File: src/rtl/dm_arb_pkg.sv
// dm_arb_pkg: port ids, arbiter states and data-memory widths shared with the datapath
package dm_arb_pkg;
   localparam int DM_DATA_W = 19;
   localparam int DM_ADDR_W = 8;
   typedef enum logic {PORT_CPU = 1'b0, PORT_LD = 1'b1} portId_t;
   typedef enum logic {ARB = 1'b0, LD_BURST = 1'b1} arbState_t;
endpackage

File: src/rtl/dm_arbiter.sv
// dm_arbiter: round-robin share of the data memory between the CPU and the loader, with loader burst lock
module dm_arbiter
   import dm_arb_pkg::*;
#(
   parameter int DATA_W = DM_DATA_W,
   parameter int ADDR_W = DM_ADDR_W,
   parameter int MAX_BURST = 4
) (
   input  logic              clk,
   input  logic              en,
   input  logic              cpu_req,
   input  logic              cpu_we,
   input  logic [ADDR_W-1:0] cpu_addr,
   input  logic [DATA_W-1:0] cpu_wdata,
   output logic              cpu_gnt,
   output logic              cpu_stall,
   output logic              cpu_rvalid,
   input  logic              ld_req,
   input  logic              ld_we,
   input  logic [ADDR_W-1:0] ld_addr,
   input  logic [DATA_W-1:0] ld_wdata,
   input  logic              ld_lock,
   output logic              ld_gnt,
   output logic              ld_rvalid,
   output logic [DATA_W-1:0] rdata,
   output logic              dm_we,
   output logic [ADDR_W-1:0] dm_addr,
   output logic [DATA_W-1:0] dm_wdata,
   input  logic [DATA_W-1:0] dm_rdata
);
   arbState_t state, stateNext;
   portId_t last, lastNext, rdOwner;
   logic [3:0] burstCnt, burstCntNext;
   logic rvalidQ;
   logic burstOn, cntFull;
   // a burst only holds while the loader keeps ld_lock asserted
   assign burstOn = (state == LD_BURST) & ld_lock;
   assign cntFull = burstCnt == 4'(MAX_BURST);
   assign cpu_stall = cpu_req & ~cpu_gnt;
   assign cpu_rvalid = en & rvalidQ & (rdOwner == PORT_CPU);
   assign ld_rvalid = en & rvalidQ & (rdOwner == PORT_LD);
   assign rdata = dm_rdata;
   // state register; reset leaves last=LD so the CPU wins the first tie
   always_ff @(posedge clk) begin
      if (!en) begin
         state <= ARB;
         last <= PORT_LD;
         burstCnt <= '0;
         rvalidQ <= 1'b0;
         rdOwner <= PORT_CPU;
      end else begin
         state <= stateNext;
         last <= lastNext;
         burstCnt <= burstCntNext;
         rvalidQ <= (cpu_gnt & ~cpu_we) | (ld_gnt & ~ld_we);
         rdOwner <= ld_gnt ? PORT_LD : PORT_CPU;
      end
   end
   // next state: a locked loader grant opens a burst, dropping the lock closes it with last=LD
   always_comb begin
      stateNext = (ld_gnt & ld_lock) ? LD_BURST : ARB;
      burstCntNext = {3'b000, ld_gnt & ld_lock};
      lastNext = (state == LD_BURST) ? PORT_LD : cpu_gnt ? PORT_CPU : ld_gnt ? PORT_LD : last;
      if (burstOn) begin
         stateNext = LD_BURST;
         lastNext = last;
         burstCntNext = (cpu_gnt & cntFull) ? 4'd0 : (ld_gnt & ~cntFull) ? burstCnt + 4'd1 : burstCnt;
      end
   end
   // grant selection and memory-port mux from the granted requester
   always_comb begin
      cpu_gnt = 1'b0;
      if (en)
         cpu_gnt = burstOn ? cpu_req & (cntFull | ~ld_req) : cpu_req & (~ld_req | last == PORT_LD);
      ld_gnt = en & ld_req & ~cpu_gnt;
      dm_we = cpu_gnt ? cpu_we : ld_gnt & ld_we;
      dm_addr = cpu_gnt ? cpu_addr : ld_gnt ? ld_addr : '0;
      dm_wdata = cpu_gnt ? cpu_wdata : ld_gnt ? ld_wdata : '0;
   end
endmodule

File: config.mk
export PLATFORM = sky130hd
export DESIGN_NAME = dm_arbiter
export DESIGN_NICKNAME = d
export VERILOG_FILES = /design/src/rtl/dm_arb_pkg.sv /design/src/rtl/dm_arbiter.sv
export SDC_FILE = /design/constraint.sdc
export NUM_CORES = 1
export LEC_CHECK = 0
export CELL_PAD_IN_SITES_DETAIL_PLACEMENT = 1
export CELL_PAD_IN_SITES_GLOBAL_PLACEMENT = 1
export CORE_MARGIN = 10
export CORE_UTILIZATION = 39
export DETAILED_ROUTE_END_ITERATION = 12
export DONT_BUFFER_PORTS = 1
export PLACE_DENSITY = 0.8
export SYNTH_ARGS = -nofsm -noshare
export SYNTH_HDL_FRONTEND = slang
export SYNTH_SLANG_ARGS = --single-unit
File: constraint.sdc
create_clock -name clk -period 4.3 [get_ports clk]
set_input_delay 0.86 -clock clk [delete_from_list [all_inputs] [get_ports clk]]
set_output_delay 0.86 -clock clk [all_outputs]
set_load 0.01 [all_outputs]
# Yosys cells after proc, flatten, opt, wreduce, memory -nomap -nowiden

Index checks and enable logic that the tools add are counted.

Multiplexer cells: 16
Bitwise gates (word level): 26
$add $sub $neg: 1
Equal/unequal tests: 2
Reduce and logical (&&, ||, !) cells: 3

Operator list:

| operator            | count |
|---|---|
| $mux 19             | 2 |
| $mux 8              | 2 |
| $and 1x1->1         | 15 |
| $mux 1              | 12 |
| $not 1->1           | 8 |
| $add 4x1->4 const B | 1 |
| $eq 4x3->1 const B  | 1 |
| $ne 3x1->1 const B  | 1 |
| $or 1x1->1          | 3 |
| $reduce_bool 3->1   | 1 |
| $reduce_or 3->1     | 1 |
| $reduce_and 2->1    | 1 |

Register bits after elaboration: 8
Output and inout bits: 52
Word-level logic and storage cells: 54
Input bits: 80

# Depth between registers and ports, before layout

Gate-level depths: netlist of run 1.

Word-level depth: 11
Gate-level depth with buffers: 7
Gate-level depth less buffers: 6

# Worst setup path before layout of run 1

No wires, ideal clock.

Kind: in2out
Start: in en
End: out dm_wdata[10]
Data required time: 3.440 ns
Stages: 7
Path buffers: 4
Data arrival time: 1.869 ns
Setup slack: 1.571 ns
Cells stage by stage: buf_2 -> and2_1 -> buf_2 -> buf_2 -> buf_2 -> nand2_1 -> o21ai_1

Word-level cells in the longest chain between the ends: 5
Elaborated cells between the ends (all ways): 6
Those cells by class: mux: 3; bitwise: 3

RTL lines:

| what               | line             | text |
|---|---|---|
| start: declaration | dm_arbiter.sv:10 | `input logic en,` |
| $mux 1             | dm_arbiter.sv:73 | `if (en)` |
| $not 1->1          | dm_arbiter.sv:75 | `ld_gnt = en & ld_req & ~cpu_gnt;` |
| $and 1x1->1        | dm_arbiter.sv:75 |  |
| $mux 19            | dm_arbiter.sv:78 | `dm_wdata = cpu_gnt ? cpu_wdata : ld_gnt ? ld_wdata : '0;` |
| $mux 19 (*)        | dm_arbiter.sv:78 |  |
| end: declaration   | dm_arbiter.sv:28 | `output logic [DATA_W-1:0] dm_wdata,` |

Mark *: on every way between the ends. The rest lies on a longest branch, timed or not.

# Worst setup path in the final report of run 1

Start: reg burstCnt[0]
End: out dm_addr[2]

Word-level cells in the longest chain between the ends: 9

RTL lines:

| what                     | line             | text |
|---|---|---|
| start: declaration       | dm_arbiter.sv:33 | `logic [3:0] burstCnt, burstCntNext;` |
| start signal: assignment | dm_arbiter.sv:54 | `burstCnt <= burstCntNext;` |
| $eq 4x3->1 (*)           | dm_arbiter.sv:38 | `assign cntFull = burstCnt == 4'(MAX_BURST);` |
| $or 1x1->1 (*)           | dm_arbiter.sv:74 | `cpu_gnt = burstOn ? cpu_req & (cntFull \| ~ld_req) : cpu_req & (~ld_req \| last == PORT_LD);` |
| $and 1x1->1 (*)          | dm_arbiter.sv:74 |  |
| $mux 1 (*)               | dm_arbiter.sv:74 |  |
| $mux 1 (*)               | dm_arbiter.sv:73 |  |
| named net cpu_gnt        | dm_arbiter.sv:15 | `output logic cpu_gnt,` |
| $not 1->1                | dm_arbiter.sv:75 |  |
| $and 1x1->1              | dm_arbiter.sv:75 |  |
| $mux 8                   | dm_arbiter.sv:77 | `dm_addr = cpu_gnt ? cpu_addr : ld_gnt ? ld_addr : '0;` |
| $mux 8 (*)               | dm_arbiter.sv:77 |  |
| end: declaration         | dm_arbiter.sv:27 | `output logic [ADDR_W-1:0] dm_addr,` |

The timed path passes the listed nets; every way through them passes the cells marked *.

==> impl_metrics.py, run 1 <==
metrics = {
    "outcome": {
        "outcome": "complete, no violations",
    },
    "floorplan": {
        "initial_core_util": 0.414,
        "rows": 18,
        "dieArea_um2": 5140,
        "io_pins": 132,
        "die_width_um": 71.7,
        "die_y_um": 71.7,
        "coreArea_um2": 2520,
    },
    "placement": {
        "hpwl_mm": 3.03,
        "io_buffers": 0,
        "place.gp.congestion": 0.783,
        "place_ws_ps": 1290,
    },
    "critical_path": {
        "rrSetupSlack_ps": 2430,
        "regToRegStartpoint": "burstCnt[0]",
        "rr_worst_depth": 7,
        "end_kind": "output port",
        "worst_ep_required_time_ps": 3440,
        "crit_type": "reg2out",
        "r2r_end": "rvalidQ",
        "critPathMaxFanout": 61,
        "worstPathArrival_ps": 2160,
        "startpoint_type": "flip-flop",
    },
    "routing": {
        "antenna_left": 0,
        "drt_iter0_drc": 9,
        "wl_per_cell_um": 20.4,
        "dr_total_vias": 1021,
        "drc": 0,
        "routed_wirelength_mm": 3.59,
        "firstDrtPassIters": 4,
        "vias_per_cell": 5.80,
    },
    "clocking": {
        "htreeDepth": 1,
        "cts_hold_buf": 0,
        "clk_pin_slew_worst_paths_ps": 50,
        "cts_sinks": 8,
        "post_cts_buffers": 0,
        "cts_tree": "done",
        "clk_latency_ps": 260,
        "numCtsBuffers": 3,
        "cts_max_path_buffers": 2,
        "cts_resized": 0,
        "clockRootBuffer": "clkbuf_4",
    },
    "synthesis": {
        "synth.area.top_cells": "nand2_1, dfxtp_1, buf_4",
        "yosysSeqAreaShare": 0.153,
        "ys_ff_latch": 8,
        "syn_inst": 172,
        "synth_top_area_share": 0.237,
        "synth_nets": 254,
        "yosys_warnings": 0,
        "syn_avg_cell_area_um2": 6.07,
        "synth.cell_area_um2": 1040,
        "ys_types": 27,
        "yosysTopAreaCell": "nand2_1",
    },
    "timing": {
        "finalWorstSetupSlack_ps": 1280,
        "final-max-slew-violation-count": 0,
        "setup_violations": 0,
        "post-route-period-util": 0.703,
        "fin_skew_ps": 6.58,
        "fin_tns_setup_ps": 0,
        "worst_slew_pin_slew_ps": 1060,
        "finalHoldViolations": 0,
        "maxSlewHeadroom": 0.292,
        "finalHoldWorstSlack_ps": 502,
        "max_freq_mhz": 331,
        "min_period_ps": 3020,
        "rsz0062_at_grt": "false",
    },
    "cells_and_area": {
        "n_fill_cell": 357,
        "diodes": 0,
        "utilization": 0.351,
        "area_growth_pct": -15.2,
        "mostFrequentLayoutCell": "nand2_1",
        "seq_area_um2": 160,
        "multiInputGateArea_um2": 642,
        "layout.nets": 230,
        "layout_common_cells": "nand2_1, o21ai_1, dfxtp_1, nor2_1, inv_1",
        "drive_gt1_frac": 0.0479,
    },
    "hold_path": {
        "hold_depth": 2,
        "min_path_type": "reg2reg",
        "hold_start": "burstCnt[3]",
        "holdPathEnd": "burstCnt[3]",
    },
    "flow_run": {
        "maxCapViolCount": 0,
    },
    "pwr": {
        "peakVddDrop_mv": 0.113,
        "p_leak_nw": 0.323,
        "pwr_density_cell_nw_per_um2": 227,
    },
    "grt": {
        "grt_pass1_wl_mm": 5.32,
        "grt_pass1_vias": 1079,
        "grt.total_usage": 0.126,
        "antenna_found_initial": 0,
        "overflow": 0,
        "grt_max_degree": 62,
    },
}
Yosys cell counts:
cell type and count:
nand2b_1 1, clkbuf_1 1, o211ai_1 3, buf_6 4
buf_2 4, a311oi_1 1, and3_1 2, nand3_1 2
nor2b_1 1, a21oi_1 3, or3_1 1, inv_1 4
nor3_1 1, and2_1 2, nand2_1 66, mux2_2 1
buf_4 21, nand3b_2 1, mux2i_1 1, o21ai_0 3
nor2_1 7, a221oi_4 1, ha_1 2, o21ai_1 28
dfxtp_1 8, o2111ai_1 1, o31ai_1 2
routing by layer:
layer / vias up / GRT usage / part of all wire
met2: 75 / 0.219 / 0.49
met1: 435 / 0.102 / 0.32
met4: 0 / 0.0796 / 0.027
met5: - / 0 / 0
met3: 16 / 0.0854 / 0.16
li1: 495 / - / -
area by class of cell:
cell class	instances	area share
Clock buffer	3	0.0255
Inverter	4	0.0170
Multi-Input combinational cell	130	0.726
Sequential cell	8	0.181
Tap cell	30	0.0424
Timing Repair Buffer	1	0.00849
flip-flops by register name (all words and copies together) (netlist names):
| signal | cells |
|---|---|
| burstCnt | 4 |
| rvalidQ | 1 |
| state | 1 |
| last | 1 |
| rdOwner | 1 |
worst max-delay path, stage by stage (launching register included):
cell,delay [ps]
dfxtp_1,340
inv_1,80
ha_1,180
nand3b_2,210
a221oi_4,270
buf_4,480
nand2_1,120
o21ai_1,180
where the power goes:
| part | total, mW | internal (mW) | switching [mW] |
|---|---|---|---|
| registers | 0.0796 | 0.0770 | 0.00255 |
| logic | 0.0619 | 0.0170 | 0.0449 |
| clock network | 0.0596 | 0.0321 | 0.0275 |
logic make-up after synthesis:
group | count (synthesis) | synth area share
AOI/OAI and AO/OA | 42 | 0.241
adders and majority gates | 2 | 0.0240
buffers and inverters | 34 | 0.231
DFF | 8 | 0.153
muxes | 2 | 0.0204
and+or+nand+nor | 84 | 0.330
how the worst max path moves through the flow:
stage                   end  depth (start not counted)   startpoint  slack (ps)
4_1_cts        dm_wdata[10]                          7  burstCnt[0]        1250
2_1_floorplan  dm_wdata[10]                          7           en        1570
5_1_grt        dm_wdata[10]                          7  burstCnt[0]        1080
3_5_place_dp          dm_we                          3           en        1290
3_3_place_gp   dm_wdata[16]                          5       ld_req        1380
6_report         dm_addr[2]                          7  burstCnt[0]        1280
through the flow:
step                cell area, µm²  std cells  total power [mW]
global route                   885        176             0.216
detailed placement             862        173             0.145
global placement               862        173             0.142
finish                         885        176             0.201
CTS                            885        176             0.205
floorplan                     1040        172             0.159
(Power assumes the default switching activity.)
==> run 2: changes to the inputs <==
--- a/config.mk
+++ b/config.mk
@@ -8,10 +8,10 @@
 export CELL_PAD_IN_SITES_DETAIL_PLACEMENT = 1
 export CELL_PAD_IN_SITES_GLOBAL_PLACEMENT = 1
 export CORE_MARGIN = 10
-export CORE_UTILIZATION = 39
+export CORE_UTILIZATION = 32
 export DETAILED_ROUTE_END_ITERATION = 12
 export DONT_BUFFER_PORTS = 1
-export PLACE_DENSITY = 0.8
+export PLACE_DENSITY = 0.69
 export SYNTH_ARGS = -nofsm -noshare
 export SYNTH_HDL_FRONTEND = slang
 export SYNTH_SLANG_ARGS = --single-unit
==> constraint.sdc (replaced) <==
create_clock -name clk -period 2.5 [get_ports clk]
set_input_delay 0.5 -clock clk [delete_from_list [all_inputs] [get_ports clk]]
set_output_delay 0.5 -clock clk [all_outputs]
set_load 0.01 [all_outputs]
==> run 2 against run 1 <==
Compared with the run above:
- first-iteration DRC count increased to 5.1 times the previous value
- clock power up 68%
- sequential share of layout area shrank 1.5 points
- total power is 77% higher
- sequential cell count did not move
- register-to-register slack got worse by 1600 ps
- combinational power up 94%
- global-route usage down 1.3 points
- wire length grew 4.9%
- via count grew 5.3%
- hold slack got worse by 200 ps
- largest cell class unchanged
- design area up 8.9%
==> impl_metrics.py, run 2 (synthesis results as in run 1) <==
metrics = {
    "floorplan": {
        "die_width_um": 77.1,
        "dieArea_um2": 5950,
        "rows": 20,
        "die_y_um": 77.1,
        "coreArea_um2": 3080,
        "io_pins": 132,
        "initial_core_util": 0.339,
    },
    "flow_run": {
        "maxCapViolCount": 0,
    },
    "critical_path": {
        "crit_type": "reg2out",
        "critical-path-top-delay-family": "compound AO/OA/AOI/OAI gates",
        "critPathMaxFanout": 29,
        "regToRegStartpoint": "burstCnt[0]",
        "end_kind": "output port",
        "r2r_end": "rvalidQ",
        "critPathSlowestCell": "a221oi_4",
        "worst_ep_required_time_ps": 2000,
        "startpoint_type": "flip-flop",
        "max_stage_delay_ps": 340,
        "worst-path-buf-inv": 3,
        "worstPathArrival_ps": 1890,
        "cp_cell_sequence": "inv_1 > ha_1 > nand3b_4 > a221oi_4 > buf_4 > clkbuf_16 > o21ai_1",
        "rr_worst_depth": 8,
        "rrSetupSlack_ps": 800,
    },
    "cells_and_area": {
        "largest_reg_flops": 4,
        "layout_common_cells": "nand2_1, o21ai_1, dfxtp_1, nor2_1, inv_1",
        "mostFrequentLayoutCell": "nand2_1",
        "area_growth_pct": -7.67,
        "n_fill_cell": 419,
        "drive_gt1_frac": 0.0671,
        "diodes": 0,
        "layout.nets": 233,
        "regMostFlops": "burstCnt",
    },
    "pwr": {
        "p_leak_nw": 0.352,
        "p_int_mw": 0.226,
        "pwr-share-clk": 0.280,
        "switchingPower_mw": 0.131,
        "p_comb_frac": 0.337,
        "peakVddDrop_mv": 0.0913,
        "seqPwrFrac": 0.383,
        "pwr_density_cell_nw_per_um2": 370,
        "swShare": 0.366,
    },
    "placement": {
        "io_buffers": 0,
        "place_ws_ps": 362,
        "hpwl_mm": 3.04,
        "place.gp.congestion": 0.771,
    },
    "routing": {
        "dr_total_vias": 1075,
        "drt_iter0_drc": 46,
        "wl_per_cell_um": 19.5,
        "firstDrtPassIters": 4,
        "antenna_left": 0,
        "vias_per_cell": 5.57,
        "drc": 0,
        "routed_wirelength_mm": 3.77,
    },
    "grt": {
        "grt_max_degree": 62,
        "grt_pass1_vias": 1169,
        "grt_pass1_wl_mm": 5.55,
        "antenna_found_initial": 0,
        "overflow": 0,
        "grt.total_usage": 0.113,
    },
    "timing": {
        "fin_tns_setup_ps": 0,
        "max_freq_mhz": 418,
        "setup_violations": 0,
        "worst_slew_pin_slew_ps": 297,
        "finalWorstSetupSlack_ps": 108,
        "finalHoldViolations": 0,
        "maxSlewHeadroom": 0.801,
        "final-max-slew-violation-count": 0,
        "post-route-period-util": 0.957,
        "min_period_ps": 2390,
        "rsz0062_at_grt": "false",
        "fin_skew_ps": 2.92,
    },
    "clocking": {
        "cts_hold_buf": 0,
        "numCtsBuffers": 3,
        "clk_latency_ps": 260,
        "clockRootBuffer": "clkbuf_4",
        "cts_max_path_buffers": 2,
        "cts_tree": "done",
        "cts_sinks": 8,
        "htreeDepth": 1,
        "clk_pin_slew_worst_paths_ps": 50,
    },
    "hold_path": {
        "hold_start": "en",
        "hold_depth": 1,
        "min_path_type": "in2reg",
        "holdPathEnd": "last",
    },
    "outcome": {
        "outcome": "complete, no violations",
    },
}
==> run 2: cell types whose count changed in the layout (fill, tap and decap cells not counted), sizes merged <==
cell,delta
buf,+2
clkbuf,+1
==> run 2: routing by layer <==
metal  share of wire  global-route usage  routed length, µm  up-vias
li1                -                   -                  -      501
met1            0.35              0.0982               1300      493
met2            0.50               0.196               1890       68
met3            0.12              0.0676                456       13
met4           0.031              0.0730                115        0
met5               0                   0                  0        -
==> run 2: cell type report <==
cell class	count	area, µm²	share of cell area
sequential	8	160	0.166
clock buffer	3	22.5	0.0234
inverter	4	15.0	0.0156
timing repair buffer	4	60.1	0.0623
tap	44	55.1	0.0571
multi-input combinational	130	651	0.675
==> run 2: power by group through the flow <==
| stage | clock network [mW] | logic [mW] | registers, mW |
|---|---|---|---|
| detailed placement | 0 | 0.115 | 0.139 |
| floorplan | 0 | 0.135 | 0.138 |
| global placement | 0 | 0.110 | 0.139 |
| CTS | 0.105 | 0.115 | 0.136 |
| finish | 0.0999 | 0.120 | 0.137 |
| global route | 0.113 | 0.136 | 0.137 |
==> run 2: worst max-delay path by stage <==
stage / to / from / cells after the start
2_1_floorplan: dm_wdata[10] / en / 7
3_3_place_gp: dm_we / burstCnt[0] / 7
3_5_place_dp: dm_we / burstCnt[0] / 7
4_1_cts: dm_we / burstCnt[0] / 7
5_1_grt: dm_addr[0] / burstCnt[0] / 7
6_report: dm_wdata[9] / burstCnt[0] / 7
==> run 2: stage by stage <==
step	power, mW	std cells	util	cell area, µm²	hold WS, ps
floorplan	0.273	172	-	1040	452
global placement	0.249	188	0.292	900	476
detailed placement	0.254	188	0.292	900	475
CTS	0.357	191	0.300	922	301
global route	0.386	193	0.313	963	303
finish	0.356	193	0.313	963	304
==> run 2: what timing repair did <==
item	CTS	global route
hold endpoints to repair	0	0
setup buffers	0	1
endpoints found under the setup margin	0	28
resized for setup	0	1
==> run 3: changes to the inputs <==
--- a/config.mk
+++ b/config.mk
@@ -11,7 +11,7 @@
 export CORE_UTILIZATION = 32
 export DETAILED_ROUTE_END_ITERATION = 12
 export DONT_BUFFER_PORTS = 1
-export PLACE_DENSITY = 0.69
+export PLACE_DENSITY_LB_ADDON = 0.05
 export SYNTH_ARGS = -nofsm -noshare
 export SYNTH_HDL_FRONTEND = slang
 export SYNTH_SLANG_ARGS = --single-unit
==> run 3 against run 2 <==
Compared with the run above:
- worst setup slack got worse by 7.4 ps
- via count increased by 0.37%
- register-to-register slack lost 40 ps
- sequential power hardly changed
- clock power rose by 6%
- sequential cell count stayed put
- sequential share of layout area is 1.6 points lower
- non-clock buffer count is 6 higher
- largest cell class unchanged
==> impl_metrics.py, run 3 (synthesis results as in run 1) <==
metrics = {
    "outcome": {
        "outcome": "complete, no violations",
    },
    "pwr": {
        "swShare": 0.380,
        "pwr_density_cell_nw_per_um2": 354,
        "pwr-share-clk": 0.282,
        "p_comb_frac": 0.355,
        "p_leak_nw": 0.402,
        "p_int_mw": 0.234,
        "peakVddDrop_mv": 0.0889,
        "seqPwrFrac": 0.363,
        "switchingPower_mw": 0.143,
    },
    "cells_and_area": {
        "utilization": 0.346,
        "diodes": 0,
        "final_cells": 199,
        "drive_gt1_frac": 0.200,
        "n_fill_cell": 420,
        "layout_common_cells": "nand2_1, o21ai_2, o21ai_1, dfxtp_1, nor2_1",
        "final_cell_area_um2": 1060,
        "layout.nets": 239,
        "area_growth_pct": 2.04,
        "largest_reg_flops": 4,
        "mostFrequentLayoutCell": "nand2_1",
        "regMostFlops": "burstCnt",
    },
    "floorplan": {
        "coreArea_um2": 3080,
        "initial_core_util": 0.339,
        "io_pins": 132,
        "die_width_um": 77.1,
        "dieArea_um2": 5950,
        "die_y_um": 77.1,
        "rows": 20,
    },
    "routing": {
        "wl_per_cell_um": 19.9,
        "drt_iter0_drc": 42,
        "dr_total_vias": 1079,
        "routed_wirelength_mm": 3.96,
        "vias_per_cell": 5.42,
        "antenna_left": 0,
        "firstDrtPassIters": 4,
        "drc": 0,
    },
    "critical_path": {
        "max_stage_delay_ps": 410,
        "worst_ep_required_time_ps": 2000,
        "critPathMaxFanout": 18,
        "cp_cell_sequence": "inv_1 > ha_2 > nand3b_4 > a221oi_4 > buf_4 > clkbuf_16 > o21ai_2",
        "critPathSlowestCell": "a221oi_4",
        "critical-path-top-delay-family": "compound AO/OA/AOI/OAI gates",
        "startpoint_type": "flip-flop",
        "crit_type": "reg2out",
        "worst-path-buf-inv": 3,
        "end_kind": "output port",
        "worstPathArrival_ps": 1900,
    },
    "placement": {
        "place_ws_ps": 285,
        "dp_cells": 190,
        "hpwl_mm": 3.13,
        "place.gp.congestion": 0.782,
        "dpl_cell_area_um2": 902,
        "io_buffers": 0,
    },
    "clocking": {
        "htreeDepth": 1,
        "clockRootBuffer": "clkbuf_4",
        "cts_max_path_buffers": 2,
        "clk_latency_ps": 270,
        "clk_pin_slew_worst_paths_ps": 60,
        "cts_sinks": 8,
        "cts_tree": "done",
        "numCtsBuffers": 3,
    },
    "flow_run": {
        "maxCapViolCount": 0,
    },
    "timing": {
        "maxSlewHeadroom": 0.747,
        "final-max-slew-violation-count": 0,
        "setup_violations": 0,
        "finalWorstSetupSlack_ps": 100,
        "post-route-period-util": 0.960,
        "worst_slew_pin_slew_ps": 380,
        "fin_skew_ps": 3.18,
        "finalHoldViolations": 0,
        "min_period_ps": 2400,
        "finalHoldWorstSlack_ps": 290,
        "max_freq_mhz": 417,
    },
    "grt": {
        "grt_max_degree": 40,
        "grt_pass1_vias": 1162,
        "grt.total_usage": 0.116,
        "grt_pass1_wl_mm": 5.76,
        "antenna_found_initial": 0,
        "overflow": 0,
    },
    "hold_path": {
        "min_path_type": "in2reg",
    },
}
-- run 3: cell count changes in the layout (fill, tap and decap cells not counted), sizes merged --
| cell | before | now |
|---|---|---|
| buf | 3 | 9 |
-- run 3: stage by stage --
step / power, mW / TNS (ps)
after floorplan: 0.273 / 0
after global placement: 0.249 / 0
after detailed placement: 0.252 / 0
after CTS: 0.363 / 0
after global routing: 0.404 / -136
final: 0.377 / 0
-- run 3: layout make-up --
type                    count  area [µm²]  share of cell area
multi-input cells         130         706               0.663
flip-flops and latches      8         160               0.150
repair buffers             10         106              0.0999
well taps                  44        55.1              0.0517
clock buffers               3        22.5              0.0212
inverters                   4        15.0              0.0141
-- run 3: path summary, 6_finish.rpt --
check	from	to	slack [ps]	cells past startpoint
max	burstCnt[0]	dm_wdata[7]	100	7
min	en	last	290	1
max reg2reg	burstCnt[0]	rvalidQ	760	8
min reg2reg	burstCnt[3]	burstCnt[3]	500	2
-- run 3: timing repair --
| item | CTS | global route |
|---|---|---|
| cloned | 0 | 2 |
| gates resized for setup | 1 | 19 |
| buffers inserted | 0 | 4 |
| setup endpoints to repair | 16 | 28 |
| hold buffers | 0 | 0 |
| pin swaps | 0 | 1 |
-- run 3: power by group through the flow --
stage / logic [mW] / registers, mW / clock network [mW]
2_1_floorplan: 0.135 / 0.138 / 0
3_3_place_gp: 0.110 / 0.139 / 0
3_5_place_dp: 0.113 / 0.139 / 0
4_1_cts: 0.114 / 0.137 / 0.112
5_1_grt: 0.150 / 0.138 / 0.116
6_report: 0.134 / 0.137 / 0.106
-- run 3: routing by layer --
layer / part of all wire / global-route usage / vias up
met3: 0.13 / 0.0769 / 13
met1: 0.33 / 0.103 / 485
li1: - / - / 515
met4: 0.021 / 0.0529 / 0
met5: 0 / 0 / -
met2: 0.52 / 0.200 / 66
